File: src/rtl/tick_gen_pkg.sv
// Shared types and constants for the tick generator.
// States, divided-clock bus width and default widths.
package tick_gen_pkg;

    localparam int DIV_W           = 32;
    localparam int SEL_W_DEFAULT   = 5;
    localparam int COUNT_W_DEFAULT = 16;

    typedef enum logic [1:0] {
        IDLE   = 2'd0,
        RUN    = 2'd1,
        SWITCH = 2'd2
    } tick_state_t;

endpackage

File: src/rtl/tick_generator_rise_detect.sv
// Registered previous-bit tracker with a load override.
// rise is high when the tracked bit is 1 and was 0 last cycle.
module rise_detect (
    input  logic clock,
    input  logic reset_n,
    input  logic bit_in,
    input  logic load,
    input  logic load_val,
    output logic rise
);

    logic prev_q;
    logic prev_d;

    always_comb begin
        prev_d = bit_in;
        if (load) begin
            prev_d = load_val;
        end
    end

    always_ff @(posedge clock or negedge reset_n) begin
        if (!reset_n) begin
            prev_q <= 1'b0;
        end else begin
            prev_q <= prev_d;
        end
    end

    assign rise = bit_in & ~prev_q;

endmodule

File: src/rtl/tick_generator.sv
// Turns rising edges of a selected divided-clock bit into one-cycle ticks.
// Define TICK_COUNT_EN to build the wrapping tick counter; else tick_count is 0.
module tick_generator
    import tick_gen_pkg::*;
#(
    parameter int SEL_W   = SEL_W_DEFAULT,
    parameter int COUNT_W = COUNT_W_DEFAULT
) (
    input  logic               clock,
    input  logic               reset_n,
    input  logic [DIV_W-1:0]   divided_clocks,
    input  logic [SEL_W-1:0]   sel,
    input  logic               enable,
    input  logic               step,
    output logic               tick,
    output logic [SEL_W-1:0]   sel_active,
    output logic               switching,
    output logic [COUNT_W-1:0] tick_count
);

    tick_state_t      state_q;
    tick_state_t      state_d;
    logic             tick_q;
    logic             tick_d;
    logic [SEL_W-1:0] sel_active_q;
    logic [SEL_W-1:0] sel_active_d;
    logic             cur_bit;
    logic             rise;
    logic             in_switch;
    logic             sel_change;

    assign cur_bit    = divided_clocks[sel_active_q];
    assign in_switch  = (state_q == SWITCH);
    assign sel_change = (sel != sel_active_q);

    // sel_active already holds the new index while in SWITCH
    rise_detect u_rise (
        .clock    (clock),
        .reset_n  (reset_n),
        .bit_in   (cur_bit),
        .load     (in_switch),
        .load_val (divided_clocks[sel_active_q]),
        .rise     (rise)
    );

    always_comb begin
        state_d      = state_q;
        tick_d       = 1'b0;
        sel_active_d = sel_active_q;
        unique case (state_q)
            IDLE: begin
                if (sel_change) begin
                    state_d      = SWITCH;
                    sel_active_d = sel;
                end else begin
                    tick_d = step;
                    if (enable) begin
                        state_d = RUN;
                    end
                end
            end
            RUN: begin
                if (sel_change) begin
                    state_d      = SWITCH;
                    sel_active_d = sel;
                end else if (!enable) begin
                    state_d = IDLE;
                end else begin
                    tick_d = rise;
                end
            end
            SWITCH: begin
                state_d = enable ? RUN : IDLE;
            end
            default: begin
                state_d = IDLE;
            end
        endcase
    end

    always_ff @(posedge clock or negedge reset_n) begin
        if (!reset_n) begin
            state_q      <= IDLE;
            tick_q       <= 1'b0;
            sel_active_q <= '0;
        end else begin
            state_q      <= state_d;
            tick_q       <= tick_d;
            sel_active_q <= sel_active_d;
        end
    end

`ifdef TICK_COUNT_EN
    logic [COUNT_W-1:0] tick_count_q;
    logic [COUNT_W-1:0] tick_count_d;

    always_comb begin
        tick_count_d = tick_count_q;
        if (tick_q) begin
            tick_count_d = tick_count_q + 1'b1;
        end
    end

    always_ff @(posedge clock or negedge reset_n) begin
        if (!reset_n) begin
            tick_count_q <= '0;
        end else begin
            tick_count_q <= tick_count_d;
        end
    end

    assign tick_count = tick_count_q;
`else
    assign tick_count = '0;
`endif

    assign tick       = tick_q;
    assign sel_active = sel_active_q;
    assign switching  = in_switch;

endmodule

File: config.mk
export PLATFORM = sky130hd
export DESIGN_NAME = tick_generator
export DESIGN_NICKNAME = d
export VERILOG_FILES = /design/src/rtl/tick_gen_pkg.sv /design/src/rtl/tick_generator_rise_detect.sv /design/src/rtl/tick_generator.sv
export SDC_FILE = /design/constraint.sdc
export NUM_CORES = 1
export LEC_CHECK = 0
export ABC_AREA = 1
export BUFFER_PORTS_ARGS = -buffer_cell sky130_fd_sc_hd__buf_2
export CORE_MARGIN = 2
export CORE_UTILIZATION = 37
export DETAILED_ROUTE_END_ITERATION = 16
export GPL_TIMING_DRIVEN = 0
export PLACE_DENSITY_LB_ADDON = 0.12
export SLEW_MARGIN = 10
export SYNTH_ARGS = -nofsm -noshare
export SYNTH_HDL_FRONTEND = slang
export SYNTH_SLANG_ARGS = --single-unit
File: constraint.sdc
create_clock -name clock -period 1.3 [get_ports clock]
set_clock_uncertainty 0.05 [all_clocks]
set_input_delay 0.39 -clock clock [delete_from_list [all_inputs] [get_ports clock]]
set_output_delay 0.39 -clock clock [all_outputs]
set_load 0.02 [all_outputs]
[Yosys cells after proc, flatten, opt, wreduce, memory -nomap -nowiden]
Index checks and enable logic that the tools add are counted.
Storage, ports and cells
  register bits: 9
  word-level logic and storage cells: 28
  output and inout port bits: 23
  input bits: 41
Cells by class
  $lt $le $gt $ge: 1
  muxes and demuxes: 12
  reductions and logical operators: 4
  bitwise gates (word level): 2
  equality and inequality tests: 5
Operators by type and width (count)
  2-bit 2-to-1 mux: 4
  5-bit by 6-bit less-than comparator with 1-bit output, second input constant: 1
  3-bit inequality test, second input constant: 2
  2-bit case mux with 3 select lines: 1
  1-bit binary-select mux with 5-bit select: 1
  1-bit 2-to-1 mux: 5
  5-bit inequality test: 1
  2-bit AND reduction: 2
  2-bit by 1-bit equality test with 1-bit output, second input constant: 1
  2-bit equality test, second input constant: 1
  2-bit zero test: 1
  1-bit case mux with 2 select lines: 1
  2-bit OR reduction: 1
  1-bit bitwise AND: 1
  1-bit NOT: 1

[Depth between registers and ports, before layout]
Gate-level depths: netlist of run 1.
  depth in word-level cells: 6
  gate-level depth with buffers: 11
  mapped depth without buffers: 9

[Modules after synthesis]
Synthesis of run 1 repeated with hierarchy kept, for this count alone.
Unflattened totals
  cell total of the unflattened synthesis: 146
  area total of the unflattened synthesis: 910.9 um2
By module, submodules not included
  tick_generator: seq. area each 200.2 um2, instances 1, cells each 139, area an instance 860.8 um2
  rise_detect: seq. area each 25.0 um2, instances 1, cells each 7, area an instance 50.0 um2

[Worst setup path after synthesis of run 1]
OpenSTA, ideal clock, no wires.
  path kind: register -> register
  start: reg sel_active_q[0] (netlist: sel_active[0])
  end: reg u_rise.prev_q
  cell stages (with the launch flop): 11
  setup time: 119 ps
  data required time: 1131 ps
  arrival: 1287 ps
  setup slack: -156 ps
  period minus slack after synthesis: 1456 ps
  buffers on the path: 2
  cells stage by stage: dfrtp_1 buf_6 inv_8 buf_12 nand2_2 nand3_1 nand3_1 nand2_1 nand2_1 nand3_2 and2_1
On the way
  cells in the longest elaborated chain, start to end: 2
Ends and longest elaborated chain
  start: declaration: RTL line tick_generator.sv:25  | logic [SEL_W-1:0] sel_active_q;
  start signal: assignment: RTL line tick_generator.sv:89  | sel_active_q <= sel_active_d;
  1-bit binary-select mux with 5-bit select: RTL line tick_generator.sv:32  | assign cur_bit = divided_clocks[sel_active_q];
  1-bit 2-to-1 mux (implied by the code): RTL line tick_generator.sv:32
  via cur_bit: RTL line tick_generator.sv:27  | logic cur_bit;
  end signal: assignment: RTL line tick_generator_rise_detect.sv:26  | prev_q <= prev_d;
  end: declaration: RTL line tick_generator_rise_detect.sv:12  | logic prev_q;
The timed path passes the listed nets, and every way through them passes these cells. The select of a mux whose other input is x is not followed.
A chain may end at the register's enable or synchronous reset.

[Worst setup path in the final report of run 1]
  start: reg sel_active_q[0] (netlist: sel_active[0])
  end: out sel_active[0]
RTL lines
  end: declaration: RTL line tick_generator.sv:16  | output logic [SEL_W-1:0] sel_active,
No word-level cell between the ends.

==> results of run 1 <==
## cell usage after synthesis (all sizes together)
cell / n / area (um2)
nand2: 53 / 214
nand3: 28 / 160
a21oi: 3 / 22.5
conb: 1 / 3.75
inv: 9 / 41.3
nor2: 4 / 15.0
nand3b: 1 / 7.51
xor2: 2 / 17.5
and2: 1 / 6.26
o21ai: 5 / 25.0
dfrtp: 9 / 225
buf: 20 / 174
xnor2: 1 / 8.76
## worst reg2reg max path, stage by stage (launching register included)
cell and delay [ns]:
dfrtp_2 0.41, buf_8 0.16, buf_4 0.14, nand2_1 0.05, nand3_1 0.07, nand3_1 0.09
nand2_1 0.07, nand2_1 0.07, nand3_2 0.09, and2_1 0.16
## cells by family after synthesis
logic type / count (synthesis) / synth area share
flops: 9 / 0.245
buf+inv: 29 / 0.234
simple gates: 87 / 0.438
xor+xnor: 3 / 0.0285
compound gates: 8 / 0.0516
other cells: 1 / 0.00407
## sequential cells by signal, summed over array words and instances, names as in the netlist
| name | count |
|---|---|
| u_rise.prev_q | 1 |
| state_q | 2 |
| sel_active | 5 |
| tick | 1 |
## what timing repair did
action | in CTS | in global routing
pin swaps | 1 | 3
endpoints found under the hold margin | 9 | 0
setup buffers | 10 | 3
hold buffers | 1 | 0
gates cloned | 0 | 2
endpoints found under the setup margin | 13 | 14
resized for setup | 9 | 11
## per-stage QoR
step                worst slack (ns)  power, mW
finish                        -0.158       3.02
CTS                           -0.158       2.76
global placement              -0.186       2.22
global route                  -0.248       3.28
floorplan                     -0.103       1.84
detailed placement            -0.198       2.25
## power by group through the flow
stage / Sequential [mW] / Clock [mW] / Combinational [mW]
global placement: 0.533 / 0 / 1.69
floorplan: 0.620 / 0 / 1.22
finish: 0.517 / 0.208 / 2.30
detailed placement: 0.543 / 0 / 1.70
global route: 0.529 / 0.240 / 2.52
CTS: 0.505 / 0.214 / 2.04
## worst paths after layout
path                                 end          start  depth (start not counted)
max                        sel_active[0]  sel_active[0]                          3
min                                 tick           step                          3
max reg2reg                u_rise.prev_q  sel_active[0]                          9
min reg2reg                         tick     state_q[1]                          2
max in group asynchronous  sel_active[1]        reset_n                          2
min in group asynchronous  u_rise.prev_q        reset_n                          2
## layer usage
metal | track usage | vias to the layer above
met3 | 0.0611 | 0
met5 | 0 | -
met1 | 0.187 | 483
met2 | 0.321 | 29
met4 | 0.00855 | 0
li1 | - | 567
## final cells by class
type | instances | area [um2] | area share
Timing Repair Buffer | 62 | 393 | 0.266
Inverter | 9 | 48.8 | 0.0330
Multi-Input combinational cell | 114 | 558 | 0.377
Sequential cell | 9 | 229 | 0.155
Timing Repair inverter | 1 | 8.76 | 0.00592
Tap cell | 30 | 37.5 | 0.0254
Clock buffer | 4 | 26.3 | 0.0178
Buffer | 20 | 178 | 0.120
==> flow_summary.ini, run 1 <==
[yosys]
netlist_instances = 137
post_synth.cell_area_avg_um2 = 6.72
yosys_warnings = 0
ys_ff_latch = 9
synth_area_um2 = 921
yosysUniqueCellTypes = 21
yosysSeqAreaShare = 0.245

[finish]
layoutNonFillerInstCount = 249
fin_nets = 261
layout_common_cells = nand2_1, buf_2, buf_4
layout_commonest_cell = nand2_1
stdcell_area_um2 = 1480
diodes = 0
nFillCells = 229
fin_util = 0.614
area_growth_syn_to_layout_pct = 60.6
drive_gt1_frac = 0.493

[drt]
route.met2.wl_mm = 1.34
routedWlPerCell_um = 9.95
drc_errors = 0
ant_nets = 0
routed_wl_mm = 2.48
drt-initial-drc-count = 10
met1_length_um = 969
num_vias = 1079
firstDrtPassIters = 4
dr_wl_met3_um = 170
top_layer = met3
vias_per_cell = 4.33

[placement]
io_buffers = 47
hpwl_mm = 1.87
place_area_um2 = 1250
gp_congestion = 0.762
dp_cells = 229

[floorplanning]
initial_core_util = 0.382
core_area_um2 = 2410
rows = 18
io_pins = 64
fp.dieH_um = 53.9
die_x_um = 53.9
die_area_um2 = 2900

[grt]
overflow = 0
grt_antenna_before_repair = 0
grt_start_max_net_pins = 11
grt_pass1_wl_mm = 3.64
grt_pass1_vias = 960
grt_usage = 0.169

[pwr]
pwr-share-comb = 0.760
internal_power_mw = 1.63
power_density_nw_per_um2 = 2040
netSwitchingPower_mw = 1.39
p_sw_frac = 0.462
power_leakage_nw = 0.832
power_frac_seq = 0.171
p_clk_frac = 0.069
ir_drop_mv = 1.58

[setup_path]
critPathLaunchType = flip-flop
r2r_setup_slack_ns = -0.16
crit_buf_inv = 3
crit_slowest_cell = dfrtp_2
timing.critical_path.mode_cell = buf_6
worst_ep_required_time_ns = 0.86
critical_path.max_stage_delay_ns = 0.41
cp_max_fo = 2
end_kind = output pin
cp_top_family = flip-flops
worstPathCellList = buf_4, buf_6, buf_6
crit_type = flip-flop to output pin
crit_arrival_ns = 1.02

[timing]
layout_setup_ws_ns = -0.158
hold_viol = 0
holdWs_ns = 0.330
fmax_mhz = 686
rsz0062_at_grt = true
setup_tns_ns = -0.999
post-route-period-util = 1.12
fin_crit_ns = 1.46
setup_viol = 10
final_max_slew_viol_count = 0

[clocking]
cts.path.max_buffers = 2
cts_tree = yes
htreeDepth = 1
numCtsBuffers = 3
path_clk_slew_ns = 0.05
cts.sinks = 9
cts_root_buf = clkbuf_4
clk_latency_ns = 0.26

[job]
maxCapViolCount = 0

[min_path]
min_path_type = input pin to flip-flop

[run_status]
status = finished with violations
failed_checks = setup timing
Power figures use the tool's default switching activity.
==> inputs of run 2 (changes only) <==
--- a/config.mk
+++ b/config.mk
@@ -7,6 +7,7 @@
 export LEC_CHECK = 0
 export ABC_AREA = 1
 export BUFFER_PORTS_ARGS = -buffer_cell sky130_fd_sc_hd__buf_2
+export CAP_MARGIN = 20
 export CORE_MARGIN = 2
 export CORE_UTILIZATION = 37
 export DETAILED_ROUTE_END_ITERATION = 16
==> constraint.sdc (replaced) <==
create_clock -name clock -period 1.3 [get_ports clock]
set_clock_uncertainty 0.05 [all_clocks]
set_input_delay 0.13 -clock clock [delete_from_list [all_inputs] [get_ports clock]]
set_output_delay 0.13 -clock clock [all_outputs]
set_load 0.02 [all_outputs]
==> run 2 against run 1 <==
Effect of this change: via count is 1.4% higher; first-iteration DRC count up 60%; highest routed layer unchanged; the flow still finishes with violations (setup timing); routed wire length is 4.6% higher; largest cell class is now multi-input combinational cells.
==> flow_summary.ini, run 2 (synthesized netlist as in run 1, its figures left out) <==
[setup_path]
crit_slowest_cell = dfrtp_2
end_kind = flip-flop
crit_arrival_ns = 1.57
crit_buf_inv = 3
worst_ep_required_time_ns = 1.40
worstPathCellList = buf_12, clkinv_8, clkbuf_16, nand2_2, nand3_2, nand3_1, nand2_1, nand2_1, nand3_2, and2_4
crit_type = flip-flop to flip-flop
critPathLaunchType = flip-flop
cp_top_family = simple AND/OR/NAND/NOR gates
cp_max_fo = 6
critical_path.max_stage_delay_ns = 0.39

[floorplanning]
initial_core_util = 0.382
die_x_um = 53.9
die_area_um2 = 2900
core_area_um2 = 2410
fp.dieH_um = 53.9
io_pins = 64
rows = 18

[grt]
grt_usage = 0.165
overflow = 0
grt_pass1_vias = 921
grt_antenna_before_repair = 0
grt_start_max_net_pins = 11
grt_pass1_wl_mm = 3.55

[pwr]
power_density_nw_per_um2 = 2070
netSwitchingPower_mw = 1.50
p_clk_frac = 0.064
power_leakage_nw = 0.851
power_frac_seq = 0.172
ir_drop_mv = 1.33
p_sw_frac = 0.473
internal_power_mw = 1.67
pwr-share-comb = 0.764

[drt]
firstDrtPassIters = 5
routed_wl_mm = 2.59
drc_errors = 0
ant_nets = 0
vias_per_cell = 4.47
drt-initial-drc-count = 16
num_vias = 1094
routedWlPerCell_um = 10.6

[finish]
area_growth_syn_to_layout_pct = 66.6
fin_util = 0.637
nFillCells = 218
diodes = 0
fin_nets = 257
drive_gt1_frac = 0.577
largest_reg_flops = 5
layout_commonest_cell = buf_2
layout_common_cells = buf_2, nand2_1, buf_4

[timing]
setup_viol = 8
layout_setup_ws_ns = -0.165
hold_viol = 0
final_max_slew_viol_count = 0
post-route-period-util = 1.13
rsz0062_at_grt = true
fin_crit_ns = 1.47
fmax_mhz = 683

[clocking]
cts_root_buf = clkbuf_4
cts.path.max_buffers = 2
htreeDepth = 1
cts_tree = yes
path_clk_slew_ns = 0.06
cts.sinks = 9
numCtsBuffers = 3
clk_latency_ns = 0.26

[min_path]
min_path_type = input pin to flip-flop

[placement]
hpwl_mm = 1.87
io_buffers = 47
dpl_worst_slack_ns = -0.181
gp_congestion = 0.762

[job]
maxCapViolCount = 0

[run_status]
status = finished with violations
failed_checks = setup timing
[run 2: cell types whose count changed in the layout (fill, tap and decap cells not counted), sizes merged]
cell,previous run,this run
buf,80,75
clkbuf,5,6
[run 2: area by class of cell]
cell class              instances  area [um2]  area share
clock buffers                   4        26.3      0.0171
repair buffers                 60         400       0.261
multi-input cells             114         631       0.411
well taps                      30        37.5      0.0245
repair inverters                1        6.26     0.00408
flip-flops and latches          9         229       0.149
inverters                       9        48.8      0.0318
plain buffers                  18         155       0.101
[run 2: metal layers]
metal / GRT usage / routed length, um
met2: 0.303 / 1360
met4: 0.0128 / 0
met1: 0.187 / 1030
met3: 0.0639 / 201
met5: 0 / 0
[run 2: path summary, 6_finish.rpt]
| kind | depth (start not counted) | slack (ns) | startpoint | end |
|---|---|---|---|---|
| worst max-delay path | 10 | -0.17 | sel_active[0] | u_rise.prev_q |
| worst min-delay path | 3 | 0.06 | enable | state_q[0] |
| worst max register to register | 10 | -0.17 | sel_active[0] | u_rise.prev_q |
| worst min register to register | 1 | 0.41 | state_q[1] | tick |
| max in group asynchronous | 2 | 0.79 | reset_n | sel_active[1] |
| min in group asynchronous | 2 | 0.22 | reset_n | u_rise.prev_q |
[run 2: worst min-delay path: stages]
cell and delay (ns):
buf_2 0.10, nand2_1 0.06, nor2_1 0.04
[run 2: per-stage QoR]
| stage | area (um2) | hold WS, ns | TNS [ns] | total power [mW] | cells |
|---|---|---|---|---|---|
| 2_1_floorplan | 980 | -0.216 | -0.396 | 1.84 | 152 |
| 3_3_place_gp | 1250 | -0.0623 | -0.906 | 2.22 | 229 |
| 3_5_place_dp | 1250 | -0.0640 | -1.09 | 2.25 | 229 |
| 4_1_cts | 1350 | 0.0572 | -0.522 | 2.62 | 240 |
| 5_1_grt | 1530 | 0.0494 | -1.55 | 3.42 | 245 |
| 6_report | 1530 | 0.0625 | -0.709 | 3.17 | 245 |
[run 2: power groups by stage]
stage / Combinational (mW) / Clock (mW) / Sequential [mW]
after floorplan: 1.22 / 0 / 0.620
after global placement: 1.69 / 0 / 0.533
after global routing: 2.62 / 0.239 / 0.561
after CTS: 1.83 / 0.214 / 0.580
final: 2.42 / 0.204 / 0.544
after detailed placement: 1.70 / 0 / 0.543
[run 2: repair_timing]
action	4_1_cts	5_1_grt
buffers inserted	8	2
hold buffers	1	0
endpoints found under the setup margin	9	9
cloned	0	3
hold endpoints to repair	9	0
pin swaps	0	10
gates resized for setup	7	29
==> inputs of run 3 (changes only) <==
--- a/config.mk
+++ b/config.mk
@@ -10,10 +10,13 @@
 export CAP_MARGIN = 20
 export CORE_MARGIN = 2
 export CORE_UTILIZATION = 37
+export CTS_CLUSTER_DIAMETER = 200
 export DETAILED_ROUTE_END_ITERATION = 16
 export GPL_TIMING_DRIVEN = 0
 export PLACE_DENSITY_LB_ADDON = 0.12
+export RECOVER_POWER = 50
 export SLEW_MARGIN = 10
 export SYNTH_ARGS = -nofsm -noshare
 export SYNTH_HDL_FRONTEND = slang
+export SYNTH_HIERARCHICAL = 1
 export SYNTH_SLANG_ARGS = --single-unit
==> run 3 against run 2 <==
Effect of this change: the flow still finishes with violations (setup timing); setup slack got worse by 0.21 ns; largest power group unchanged; synthesized cell count rose by 6.6%; utilization fell by 3.9 points; combinational power fell by 14%; first-iteration DRC count rose by 38%; critical path type unchanged; die area fell by 1.0%; power fell by 10%; critical endpoint is now tick; count of clock-buffer cells in the layout did not move; highest routed layer is now met4; hold slack got worse by 0.032 ns; synthesized area fell by 1.1%.
==> flow_summary.ini, run 3 <==
[run_status]
status = finished with violations
failed_checks = setup timing

[timing]
final_max_slew_viol_count = 0
hold_viol = 0
fin_crit_ns = 1.68
post-route-period-util = 1.29
fmax_mhz = 597
rsz0062_at_grt = true
setup_viol = 9
layout_setup_ws_ns = -0.375

[clocking]
clk_latency_ns = 0.28
numCtsBuffers = 3
cts_root_buf = clkbuf_4
cts.sinks = 9
path_clk_slew_ns = 0.06
cts.path.max_buffers = 2
htreeDepth = 1
cts_tree = yes

[yosys]
ys_ff_latch = 9
synth-async-reset-ratio = 1.00
yosys_warnings = 6
yosysSeqAreaShare = 0.247
synth_top_area_cell = nand2_1
yosysUniqueCellTypes = 21
yosysMostFrequentCell = nand2_1
yosysTopAreaCellShare = 0.260
synth_area_um2 = 911
ys_top_cells_by_area = nand2_1, dfrtp_1, buf_4, nand3_1, inv_1
ys.flop_type = dfrtp_1
post_synth.cell_area_avg_um2 = 6.24
synth_edf_count = 0
netlist_instances = 146
netlist_top_cells_count = nand2_1, nand3_1, buf_4

[finish]
fin_nets = 262
fin_util = 0.598
diodes = 0
drive_gt1_frac = 0.441
area_growth_syn_to_layout_pct = 49.3
layout_commonest_cell = nand2_1
largest_reg_flops = 5
layoutNonFillerInstCount = 248
nFillCells = 225
layout_common_cells = nand2_1, buf_2, nand3_1

[drt]
ant_nets = 0
routed_wl_mm = 2.60
drc_errors = 0
drt-initial-drc-count = 22
vias_per_cell = 4.59
routedWlPerCell_um = 10.5
num_vias = 1138
firstDrtPassIters = 4

[floorplanning]
die_area_um2 = 2870
initial_core_util = 0.400
rows = 17
die_x_um = 53.6
core_area_um2 = 2280
fp.dieH_um = 53.6
io_pins = 64

[grt]
grt_start_max_net_pins = 11
grt_pass1_wl_mm = 4.07
grt_usage = 0.194
grt_pass1_vias = 1094
grt_antenna_before_repair = 0
overflow = 0

[setup_path]
crit_type = flip-flop to flip-flop
cp_max_fo = 7
critical_path.max_stage_delay_ns = 0.47
crit_arrival_ns = 1.82
cp_top_family = simple AND/OR/NAND/NOR gates
crit_slowest_cell = dfrtp_2
worstPathCellList = buf_4, nand2_1, nand3_1, nand3_1, nand2_1, nand2_1, nand2_1, nand2_1, nand2_2, inv_1, nor2_2, nand2_1, a211oi_2
worst_ep_required_time_ns = 1.45
critPathLaunchType = flip-flop
crit_buf_inv = 2
timing.critical_path.mode_cell = nand2_1
end_kind = flip-flop

[placement]
hpwl_mm = 1.88
gp_congestion = 0.792
dp_cells = 236
io_buffers = 47

[job]
maxCapViolCount = 0

[pwr]
power_leakage_nw = 0.814
power_density_nw_per_um2 = 2100
ir_drop_mv = 1.43

[min_path]
min_path_type = input pin to flip-flop
-- run 3: timing repair --
item                                    4_1_cts  5_1_grt
endpoints found under the hold margin         9        0
pin swaps                                     5        0
gates cloned                                  2        0
hold buffers                                  1        0
gates resized for setup                       8        4
endpoints found under the setup margin        8       10
buffers inserted                              6        0
-- run 3: layout make-up --
| type | instances | area (um2) | share of cell area |
|---|---|---|---|
| timing repair inverter | 1 | 6.26 | 0.00460 |
| buffer | 20 | 155 | 0.114 |
| tap | 28 | 35.0 | 0.0258 |
| timing repair buffer | 55 | 304 | 0.224 |
| inverter | 11 | 51.3 | 0.0377 |
| clock buffer | 4 | 26.3 | 0.0193 |
| multi-input combinational | 120 | 553 | 0.407 |
| sequential | 9 | 229 | 0.168 |
-- run 3: tightest hold or removal path: stages --
cell and delay [ns]:
buf_2 0.10, nand2_1 0.05, nand2_1 0.05
-- run 3: power by group --
group / switching, mW / internal (mW)
Sequential: 0.146 / 0.415
Clock: 0.108 / 0.119
Combinational: 1.23 / 0.841
-- run 3: cells by family (layout without fill, tap and decap cells) --
kind of cell | Yosys count | after routing | share of synthesized area
buf+inv | 32 | 91 | 0.229
other cells | 1 | 16 | 0.00412
simple gates | 95 | 95 | 0.451
flops | 9 | 9 | 0.247
xor+xnor | 3 | 3 | 0.0289
compound gates | 6 | 6 | 0.0398
-- run 3: path summary, 6_finish.rpt --
kind / start / end / slack, ns / cells past startpoint
worst max-delay path: sel_active[0] / tick / -0.38 / 13
min in group asynchronous: reset_n / sel_active[3] / 0.28 / 2
worst max register to register: sel_active[0] / tick / -0.38 / 13
worst min register to register: state_q[0] / tick / 0.45 / 1
max in group asynchronous: reset_n / sel_active[4] / 0.56 / 2
worst min-delay path: sel[3] / sel_active[3] / 0.03 / 3
-- run 3: metal layers --
layer / track usage / routed length (um) / up-vias
met5: 0 / 0 / -
met3: 0.0611 / 265 / 8
li1: - / - / 573
met4: 0.0983 / 56 / 0
met2: 0.360 / 1290 / 55
met1: 0.193 / 992 / 502
-- run 3: through the flow --
step	hold WS [ns]	TNS, ns	setup WS, ns	instance area (um2)	power, mW
6_report	0.0301	-2.09	-0.375	1360	2.86
5_1_grt	0.0316	-2.80	-0.483	1360	3.10
4_1_cts	0.0233	-1.83	-0.333	1350	2.79
3_5_place_dp	-0.0568	-0.913	-0.477	1240	2.31
3_3_place_gp	-0.0599	-0.678	-0.448	1240	2.26
2_1_floorplan	-0.216	-0.551	-0.376	973	1.88
